<file path="src/rtl/cal_core_pkg.sv">
// Shared types and constants for the calibration row-product core.
// The CAL_CORE_ROUND_EN macro (see q08_mul) selects round-to-nearest in the Q0.8 multiply.
package cal_core_pkg;

    typedef enum logic [1:0] {
        IDLE = 2'b00,
        LOAD = 2'b01,
        CALC = 2'b10,
        DONE = 2'b11
    } state_e;

    localparam int Q_WIDTH   = 8;
    localparam int ACC_WIDTH = Q_WIDTH + 1;
    localparam logic [ACC_WIDTH-1:0] ONE_Q = 9'd256;

    // The accumulator can only exceed 255 when it still holds exactly 1.0.
    function automatic logic [Q_WIDTH-1:0] sat_q(input logic [ACC_WIDTH-1:0] v);
        return v[ACC_WIDTH-1] ? {Q_WIDTH{1'b1}} : v[Q_WIDTH-1:0];
    endfunction

endpackage

</file>
<file path="src/rtl/q08_mul.sv">
// 9-bit accumulator times 8-bit Q0.8 probability, rescaled back to 9 bits.
// Truncates by default; CAL_CORE_ROUND_EN adds half an LSB before the shift.
module q08_mul
    import cal_core_pkg::*;
(
    input  logic [ACC_WIDTH-1:0] acc,
    input  logic [Q_WIDTH-1:0]   x,
    output logic [ACC_WIDTH-1:0] y
);

    logic [2*Q_WIDTH:0] prod;

    always_comb begin
        prod = {{Q_WIDTH{1'b0}}, acc} * {{ACC_WIDTH{1'b0}}, x};
`ifdef CAL_CORE_ROUND_EN
        prod = prod + (2*Q_WIDTH+1)'(1 << (Q_WIDTH - 1));
`else
        prod = prod;
`endif
        y = ACC_WIDTH'(prod >> Q_WIDTH);
    end

endmodule

</file>
<file path="src/rtl/cal_core.sv">
// Per-row product of alpha probabilities over the columns selected by H_row, one per symbol.
// Build option: CAL_CORE_ROUND_EN selects rounding in the q08_mul instances.
module cal_core
    import cal_core_pkg::*;
#(
    parameter  int J       = 14,
    parameter  int I       = 7,
    parameter  int A       = 2,
    localparam int J_WIDTH = $clog2(J) + 1,
    localparam int I_WIDTH = $clog2(I) + 1,
    localparam int A_WIDTH = $clog2(A) + 1
) (
    input  logic                 clk,
    input  logic                 rst_n,
    input  logic [J-1:0]         H_row,
    input  logic                 H_row_tvalid,
    input  logic [J*8-1:0]       alpha_u_col,
    input  logic                 alpha_u_col_tvalid,
    input  logic                 alpha_u_col_tlast,
    output logic                 in_ready,
    output logic [A*8-1:0]       prod_out,
    output logic                 prod_tvalid,
    output logic                 prod_tlast,
    output logic [I_WIDTH-1:0]   row_idx
);

    state_e                   state, state_d;
    logic [I_WIDTH-1:0]       row_idx_q, row_idx_d;
    logic [J-1:0]             mask_q, mask_d;
    logic [J*Q_WIDTH-1:0]     buf_q [A];
    logic [J*Q_WIDTH-1:0]     buf_d [A];
    logic [A_WIDTH-1:0]       beat_cnt_q, beat_cnt_d;
    logic [J_WIDTH-1:0]       col_q, col_d;
    logic [ACC_WIDTH-1:0]     acc_q [A];
    logic [ACC_WIDTH-1:0]     acc_d [A];
    logic [ACC_WIDTH-1:0]     mul_y [A];
    logic [A*Q_WIDTH-1:0]     prod_out_q, prod_out_d;
    logic                     prod_tvalid_q, prod_tvalid_d;
    logic                     prod_tlast_q, prod_tlast_d;
    logic                     accept;

    // Buffers and mask shift right during CALC, so lane 0 / bit 0 is always column c.
    for (genvar a = 0; a < A; a++) begin : g_mul
        q08_mul u_mul (
            .acc (acc_q[a]),
            .x   (buf_q[a][Q_WIDTH-1:0]),
            .y   (mul_y[a])
        );
    end

    assign in_ready    = (state == IDLE) || (state == LOAD);
    assign accept      = in_ready & alpha_u_col_tvalid;
    assign prod_out    = prod_out_q;
    assign prod_tvalid = prod_tvalid_q;
    assign prod_tlast  = prod_tlast_q;
    assign row_idx     = row_idx_q;

    always_comb begin
        state_d       = state;
        row_idx_d     = row_idx_q;
        mask_d        = mask_q;
        beat_cnt_d    = beat_cnt_q;
        col_d         = col_q;
        prod_out_d    = prod_out_q;
        prod_tvalid_d = 1'b0;
        prod_tlast_d  = 1'b0;
        for (int a = 0; a < A; a++) begin
            buf_d[a] = buf_q[a];
            acc_d[a] = acc_q[a];
        end

        case (state)
            IDLE: begin
                if (accept) begin
                    mask_d     = H_row_tvalid ? H_row : '0;
                    beat_cnt_d = A_WIDTH'(1);
                    for (int a = 0; a < A; a++) begin
                        buf_d[a] = (a == 0) ? alpha_u_col : '0;
                    end
                    state_d = alpha_u_col_tlast ? CALC : LOAD;
                end
            end
            LOAD: begin
                if (accept) begin
                    if (beat_cnt_q < A_WIDTH'(A)) begin
                        for (int a = 0; a < A; a++) begin
                            if (beat_cnt_q == A_WIDTH'(a)) buf_d[a] = alpha_u_col;
                        end
                        beat_cnt_d = beat_cnt_q + A_WIDTH'(1);
                    end
                    if (alpha_u_col_tlast) state_d = CALC;
                end
            end
            CALC: begin
                for (int a = 0; a < A; a++) begin
                    if (mask_q[0]) acc_d[a] = mul_y[a];
                    buf_d[a] = buf_q[a] >> Q_WIDTH;
                end
                mask_d = mask_q >> 1;
                col_d  = col_q + J_WIDTH'(1);
                if (col_q == J_WIDTH'(J - 1)) begin
                    state_d       = DONE;
                    prod_tvalid_d = 1'b1;
                    prod_tlast_d  = (row_idx_q == I_WIDTH'(I - 1));
                    for (int a = 0; a < A; a++) begin
                        prod_out_d[a*Q_WIDTH +: Q_WIDTH] = sat_q(acc_d[a]);
                    end
                end
            end
            DONE: begin
                state_d   = IDLE;
                row_idx_d = (row_idx_q == I_WIDTH'(I - 1)) ? '0 : row_idx_q + I_WIDTH'(1);
            end
            default: state_d = IDLE;
        endcase

        // Every path into CALC starts a fresh product at 1.0.
        if (accept && alpha_u_col_tlast) begin
            col_d = '0;
            for (int a = 0; a < A; a++) acc_d[a] = ONE_Q;
        end
    end

    always_ff @(posedge clk or negedge rst_n) begin
        if (!rst_n) begin
            state         <= IDLE;
            row_idx_q     <= '0;
            mask_q        <= '0;
            beat_cnt_q    <= '0;
            col_q         <= '0;
            prod_out_q    <= '0;
            prod_tvalid_q <= 1'b0;
            prod_tlast_q  <= 1'b0;
            for (int a = 0; a < A; a++) begin
                buf_q[a] <= '0;
                acc_q[a] <= ONE_Q;
            end
        end else begin
            state         <= state_d;
            row_idx_q     <= row_idx_d;
            mask_q        <= mask_d;
            beat_cnt_q    <= beat_cnt_d;
            col_q         <= col_d;
            prod_out_q    <= prod_out_d;
            prod_tvalid_q <= prod_tvalid_d;
            prod_tlast_q  <= prod_tlast_d;
            for (int a = 0; a < A; a++) begin
                buf_q[a] <= buf_d[a];
                acc_q[a] <= acc_d[a];
            end
        end
    end

endmodule

</file>
<file path="config.mk">
export PLATFORM = sky130hd
export DESIGN_NAME = cal_core
export DESIGN_NICKNAME = d
export VERILOG_FILES = /design/src/rtl/cal_core_pkg.sv /design/src/rtl/q08_mul.sv /design/src/rtl/cal_core.sv
export SDC_FILE = /design/constraint.sdc
export NUM_CORES = 1
export LEC_CHECK = 0
export CAP_MARGIN = 20
export CORE_MARGIN = 4
export CORE_UTILIZATION = 30
export DETAILED_ROUTE_END_ITERATION = 7
export GPL_ROUTABILITY_DRIVEN = 0
export MAX_ROUTING_LAYER = met4
export PLACE_DENSITY_LB_ADDON = 0.08
export SLEW_MARGIN = 20
export SYNTH_ARGS = -nofsm -noshare
export SYNTH_HDL_FRONTEND = slang
export SYNTH_SLANG_ARGS = --single-unit
</file>
<file path="constraint.sdc">
create_clock -name clk -period 13.8 [get_ports clk]
set_input_delay 4.14 -clock clk [delete_from_list [all_inputs] [get_ports clk]]
set_output_delay 4.14 -clock clk [all_outputs]
set_load 0.005 [all_outputs]
</file>
==> results of run 1 <==
layer usage:
layer,up-vias,share of wire,wire (um)
met5,-,0,0
met4,0,0.018,892
met3,49,0.035,1770
met2,225,0.47,23900
met1,6560,0.47,23800
li1,6544,-,-
power groups by stage:
stage	clock network, uW	registers (uW)	logic [uW]
after floorplan	0	1390	1620
after global placement	0	1550	2190
after detailed placement	0	1550	2220
after CTS	1040	1540	2230
after global routing	1070	1580	2520
final	1010	1530	2190
critical path, cell delays in order:
cell	delay [ns]
clkdlybuf4s50_1	0.55
inv_1	0.13
a21oi_1	0.08
a21oi_1	0.16
or2_4	0.49
buf_4	0.68
buf_4	0.74
o21ai_0	0.22
final timing paths:
kind | end | slack [ns] | depth (start not counted)
min in group asynchronous | prod_out[5] | 3.63 | 1
worst min-delay path | prod_out[8] | 0.46 | 2
worst max register to register | prod_out[1] | 8.26 | 15
worst max-delay path | buf_q[96] | 6.92 | 8
worst min register to register | prod_out[8] | 0.46 | 2
max in group asynchronous | buf_q[166] | 7.88 | 3
registers in the layout, summed over array words and instances, names as in the netlist, 2 cells and up:
signal      cells
buf_q         224
acc_q          18
prod_out       16
mask_q         14
col_q           5
row_idx         4
beat_cnt_q      2
state           2
final cells by class:
| cell class | instances | area (um2) |
|---|---|---|
| antenna | 1 | 2.50 |
| fill | 5686 | 35900 |
| sequential | 287 | 7180 |
| inverter | 123 | 462 |
| tap | 756 | 946 |
| clock buffer | 53 | 1110 |
| multi-input combinational | 1317 | 9050 |
| timing repair buffer | 167 | 1650 |
| clock inverter | 10 | 159 |
layout by cell type (no fill, tap or decap), types with 11 or more instances in the layout:
| master | Yosys | routed |
|---|---|---|
| a211oi_1 | 11 | 11 |
| a21oi_1 | 44 | 44 |
| a22oi_1 | 220 | 220 |
| and2_1 | 120 | 118 |
| buf_4 | 0 | 13 |
| clkbuf_16 | 0 | 38 |
| clkdlybuf4s50_1 | 0 | 152 |
| dfrtp_1 | 285 | 285 |
| fa_1 | 82 | 82 |
| ha_1 | 77 | 77 |
| inv_1 | 123 | 123 |
| nand2_1 | 319 | 318 |
| nor2_1 | 56 | 56 |
| o21ai_0 | 260 | 260 |
| xnor2_1 | 15 | 15 |
kinds of logic (layout without fill, tap and decap cells):
group,after synthesis,count (layout),share of synthesized area
AO/OA/AOI/OAI,587,587,0.215
flip-flops,287,287,0.419
buffers and inverters,252,353,0.0555
other,0,1,0
AND/OR/NAND/NOR,541,541,0.143
multiplexers,9,9,0.00525
adder cells (fa/ha/maj),159,159,0.152
XOR/XNOR,21,21,0.0107
through the flow:
stage | instances | utilization
after global placement | 2649 | 0.341
final | 2714 | 0.364
after floorplan | 1856 | -
after CTS | 2712 | 0.364
after detailed placement | 2649 | 0.341
after global routing | 2713 | 0.364
==> out/results.txt, run 1 <==
Synth Register Bits - 287
CTS Root Buffer Type - clkbuf_16
Crit start category - input pin
Starting density of the core - 0.304
Worst skew pair latency - 0.55 ns
Final Hold Fails - 0
Fin. max-slew vios - 0
Post-CTS Hold Buffers - 0
CTS Buf Count - 37
Initial antenna violation count - 0
H-Tree Depth - 2
Worst-Margin Slew - 1.05 ns
Fmax - 145 MHz
Cell Area, Synth - 17200 um2
Die Y-Extent - 247 um
Gr busiest metal - met2
DRT iter0 DRCs - 785
Rel. slew slack - 0.302
WS Path Type - input pin to register
Fin crit share - 0.499
CTS Buffer Depth - 3
Clock transition at path regs - 0.05 ns
Part of the power in registers - 0.323
Net switching power - 2140 uW
Dominant synthesized flop cell - dfrtp_1
Area Overhead vs Synth - 19.8%
Worst vdd ir - 130 uV
Maxcap violations - 0
Fin area - 20600 um2
DRC - 0
Core footprint - 56500 um2
WL/cell - 18.5 um
Overflow after GRT - 0
Min Clock Period, post-route - 6.88 ns
Top post-synthesis cells by area - dfrtp_1 (42%), a22oi_1 (9.6%), fa_1 (9.6%), o21ai_0 (7.6%), nand2_1 (7.0%)
Syn avg cell area - 9.25 um2
LEAKAGE - 0.00897 uW
Crit path max fanout - 90
Post-CTS sizing - 0
Layout cell share with drive strength beyond 1 - 0.0460
Worst Skew - 0.0204 ns
Drt pass-1 iters - 5
Min-delay src - prod_out[8]
Pwr/cell area - 230 nW/um2
Post-synth top area cell - dfrtp_1
Clk pwr share - 0.213
Met3 Track Usage GR - 0.0247
Post-synth top area share - 0.416
Die W - 247 um
First-pass GRT wire length - 80700 um
Final net count - 2223
Mapped Cells - 1856
Vias post-DR - 13400
PortBufs - 153
DRT antenna net count - 0
Crit path launch - alpha_u_col_tvalid
Synth warn - 0
Int Power - 2590 uW
TNS Setup - 0 ns
Beginning of the worst register-to-register path - acc_q[10]
Post-synth ARST share - 1.00
Commonest cells post-synth - nand2_1 (319), dfrtp_1 (285), o21ai_0 (260)
Vias in the first global route - 13800
Number of synthesized flops with an enable pin - 0
Setup Buffers After CTS - 0
GRT Util Overall - 0.170
Largest net degree at the start of global routing - 120
Crit path required time - 14.19 ns
CTS tree - done
Unrepaired setup endpoints after global routing - false
Via/cell ratio - 4.93
Setup slack after layout - 6.92 ns
Wirelength, routed - 50300 um
Tot Pwr - 4730 uW
Most frequent cell after synthesis - nand2_1
HPWL after DPL - 33900 um
Die area - 61100 um2
Dpl cell area - 19300 um2
Yosys cell types - 55
Grt met1 use - 0.232
Cell Rows - 87
Hold Crit Class - register to register
Sequential area share after synthesis - 0.419
CP Data Arrival Time - 7.28 ns
Setup WS pre-CTS - 6.30 ns
Status - complete, no violations
GR Util met2 - 0.273
I/O pin total - 154
Syn_nets - 2146
Net Sw Frac - 0.452
Crit end category - register
Hold_ws - 0.463 ns
Final setup fails - 0
Combinational power share - 0.464
Sinks on Clock Net - 287
Note: power is estimated with default switching activity, not from simulation.
==> run 2, diff against run 1 <==
==> constraint.sdc (replaced) <==
create_clock -name clk -period 5.7 [get_ports clk]
set_input_delay 1.71 -clock clk [delete_from_list [all_inputs] [get_ports clk]]
set_output_delay 1.71 -clock clk [all_outputs]
set_load 0.005 [all_outputs]
==> out/results.txt, run 2 (synthesis results as in run 1) <==
Max reg flops - 224
Crit path top cell by count - fa_1
Clock transition at path regs - 0.06 ns
Final setup fails - 0
Largest net degree at the start of global routing - 147
Cell Rows - 87
Core footprint - 56500 um2
Crit start category - register
PortBufs - 153
Unrepaired setup endpoints after global routing - false
Initial antenna violation count - 10
Maxcap violations - 0
Wirelength, routed - 51500 um
First-pass GRT wire length - 82000 um
CP Data Arrival Time - 5.62 ns
GRT Util Overall - 0.174
H-Tree Depth - 2
Final net count - 2230
CP peak stage delay - 0.55 ns
Fin area - 20700 um2
Die Y-Extent - 247 um
Largest reg by FF count - buf_q
Layout cell share with drive strength beyond 1 - 0.0503
DRT antenna net count - 0
Min Clock Period, post-route - 5.20 ns
CTS Buf Count - 38
Crit-path cells - and2_1 > fa_1 > fa_1 > fa_1 > inv_1 > fa_1 > inv_1 > ha_1 > a211oi_1 > o31ai_1 > a31oi_1 > a31o_2 > nand2_1 > a2111oi_0 > nor2_1
Fin crit share - 0.912
Crit-path slowest cell - fa_1
Overflow after GRT - 0
Die W - 247 um
TNS Setup - 0 ns
Rel. slew slack - 0.258
Final Hold Fails - 0
CTS Root Buffer Type - clkbuf_16
Fin. max-slew vios - 0
Area Overhead vs Synth - 20.8%
Worst vdd ir - 482 uV
Setup Buffers After CTS - 0
Via/cell ratio - 4.96
DRC - 0
Worst skew pair latency - 0.56 ns
CTS Buffer Depth - 3
Vias in the first global route - 14200
HPWL after DPL - 35100 um
WS Path Type - register to register
Fmax - 192 MHz
Status - complete, no violations
Worst Skew - 0.0215 ns
Starting density of the core - 0.304
Drt pass-1 iters - 6
Hold Crit Class - register to register
DRT iter0 DRCs - 749
Worst R2R Path Depth - 15
LEAKAGE - 0.00904 uW
Most common cell after layout, fill and taps aside - nand2_1
Crit path required time - 6.12 ns
Pwr/cell area - 559 nW/um2
CTS tree - done
Most frequent cells in the layout - nand2_1 (318), dfrtp_1 (285), o21ai_0 (260), a22oi_1 (220), clkdlybuf4s50_1 (152)
Vias post-DR - 13600
Worst-Margin Slew - 1.11 ns
I/O pin total - 154
Dpl cell area - 19400 um2
Post-CTS Hold Buffers - 0
Crit path max fanout - 11
Post-CTS sizing - 0
Sinks on Clock Net - 287
Crit end category - register
WL/cell - 18.8 um
Die area - 61100 um2
Worst Hold Depth - 2
-- run 2: cell count changes in the layout (fill, tap and decap cells not counted), sizes merged --
cell,delta
clkinvlp,-1
diode,+9
clkbuf,+4
inv,+1
buf,+6
clkinv,+2
-- run 2: layout make-up --
class	count	area [um2]
Fill cell	5715	35800
Multi-Input combinational cell	1317	9050
Sequential cell	287	7180
Timing Repair Buffer	173	1750
Clock buffer	57	1130
Tap cell	756	946
Inverter	123	462
Clock inverter	12	188
Antenna cell	10	25.0
-- run 2: critical path: cells and delay by family, from the launching register on --
kind,cells,cell delay (ns)
and+or+nand+nor,3,0.49
DFF,1,0.51
buffers and inverters,2,0.09
adders and majority gates,5,2.48
AOI/OAI and AO/OA,5,1.49
-- run 2: report_power, final --
part           total (uW)  internal, uW  switching (uW)  leakage [uW]
logic                5470          1920            3550       0.00462
clock network        2500          1520             979      0.000641
registers            3610          2910             706       0.00378
total               11600          6350            5230       0.00904
-- run 2: final timing paths --
path	from	endpoint	slack (ns)
setup reg to reg	acc_q[10]	prod_out[3]	0.50
hold / removal	prod_out[8]	prod_out[8]	0.47
min in group asynchronous	rst_n	prod_out[5]	1.18
setup / recovery	acc_q[10]	prod_out[3]	0.50
max in group asynchronous	rst_n	buf_q[129]	3.41
hold reg to reg	prod_out[8]	prod_out[8]	0.47
-- run 2: metrics by stage --
step                      worst slack, ns   util  std cells  hold slack, ns  total power [uW]
after floorplan                     0.897      -       1856           0.450              7290
after global placement              0.633  0.343       2656           0.462              9180
after detailed placement            0.521  0.343       2656           0.471              9230
after CTS                           0.469  0.367       2725           0.484             11800
after global routing                0.244  0.367       2735           0.501             12700
final                               0.500  0.367       2735           0.472             11600
-- run 2: layer usage --
metal	routed length, um	track usage
met1	23000	0.223
met2	24300	0.276
met3	2560	0.0374
met4	1560	0.0596
met5	0	-
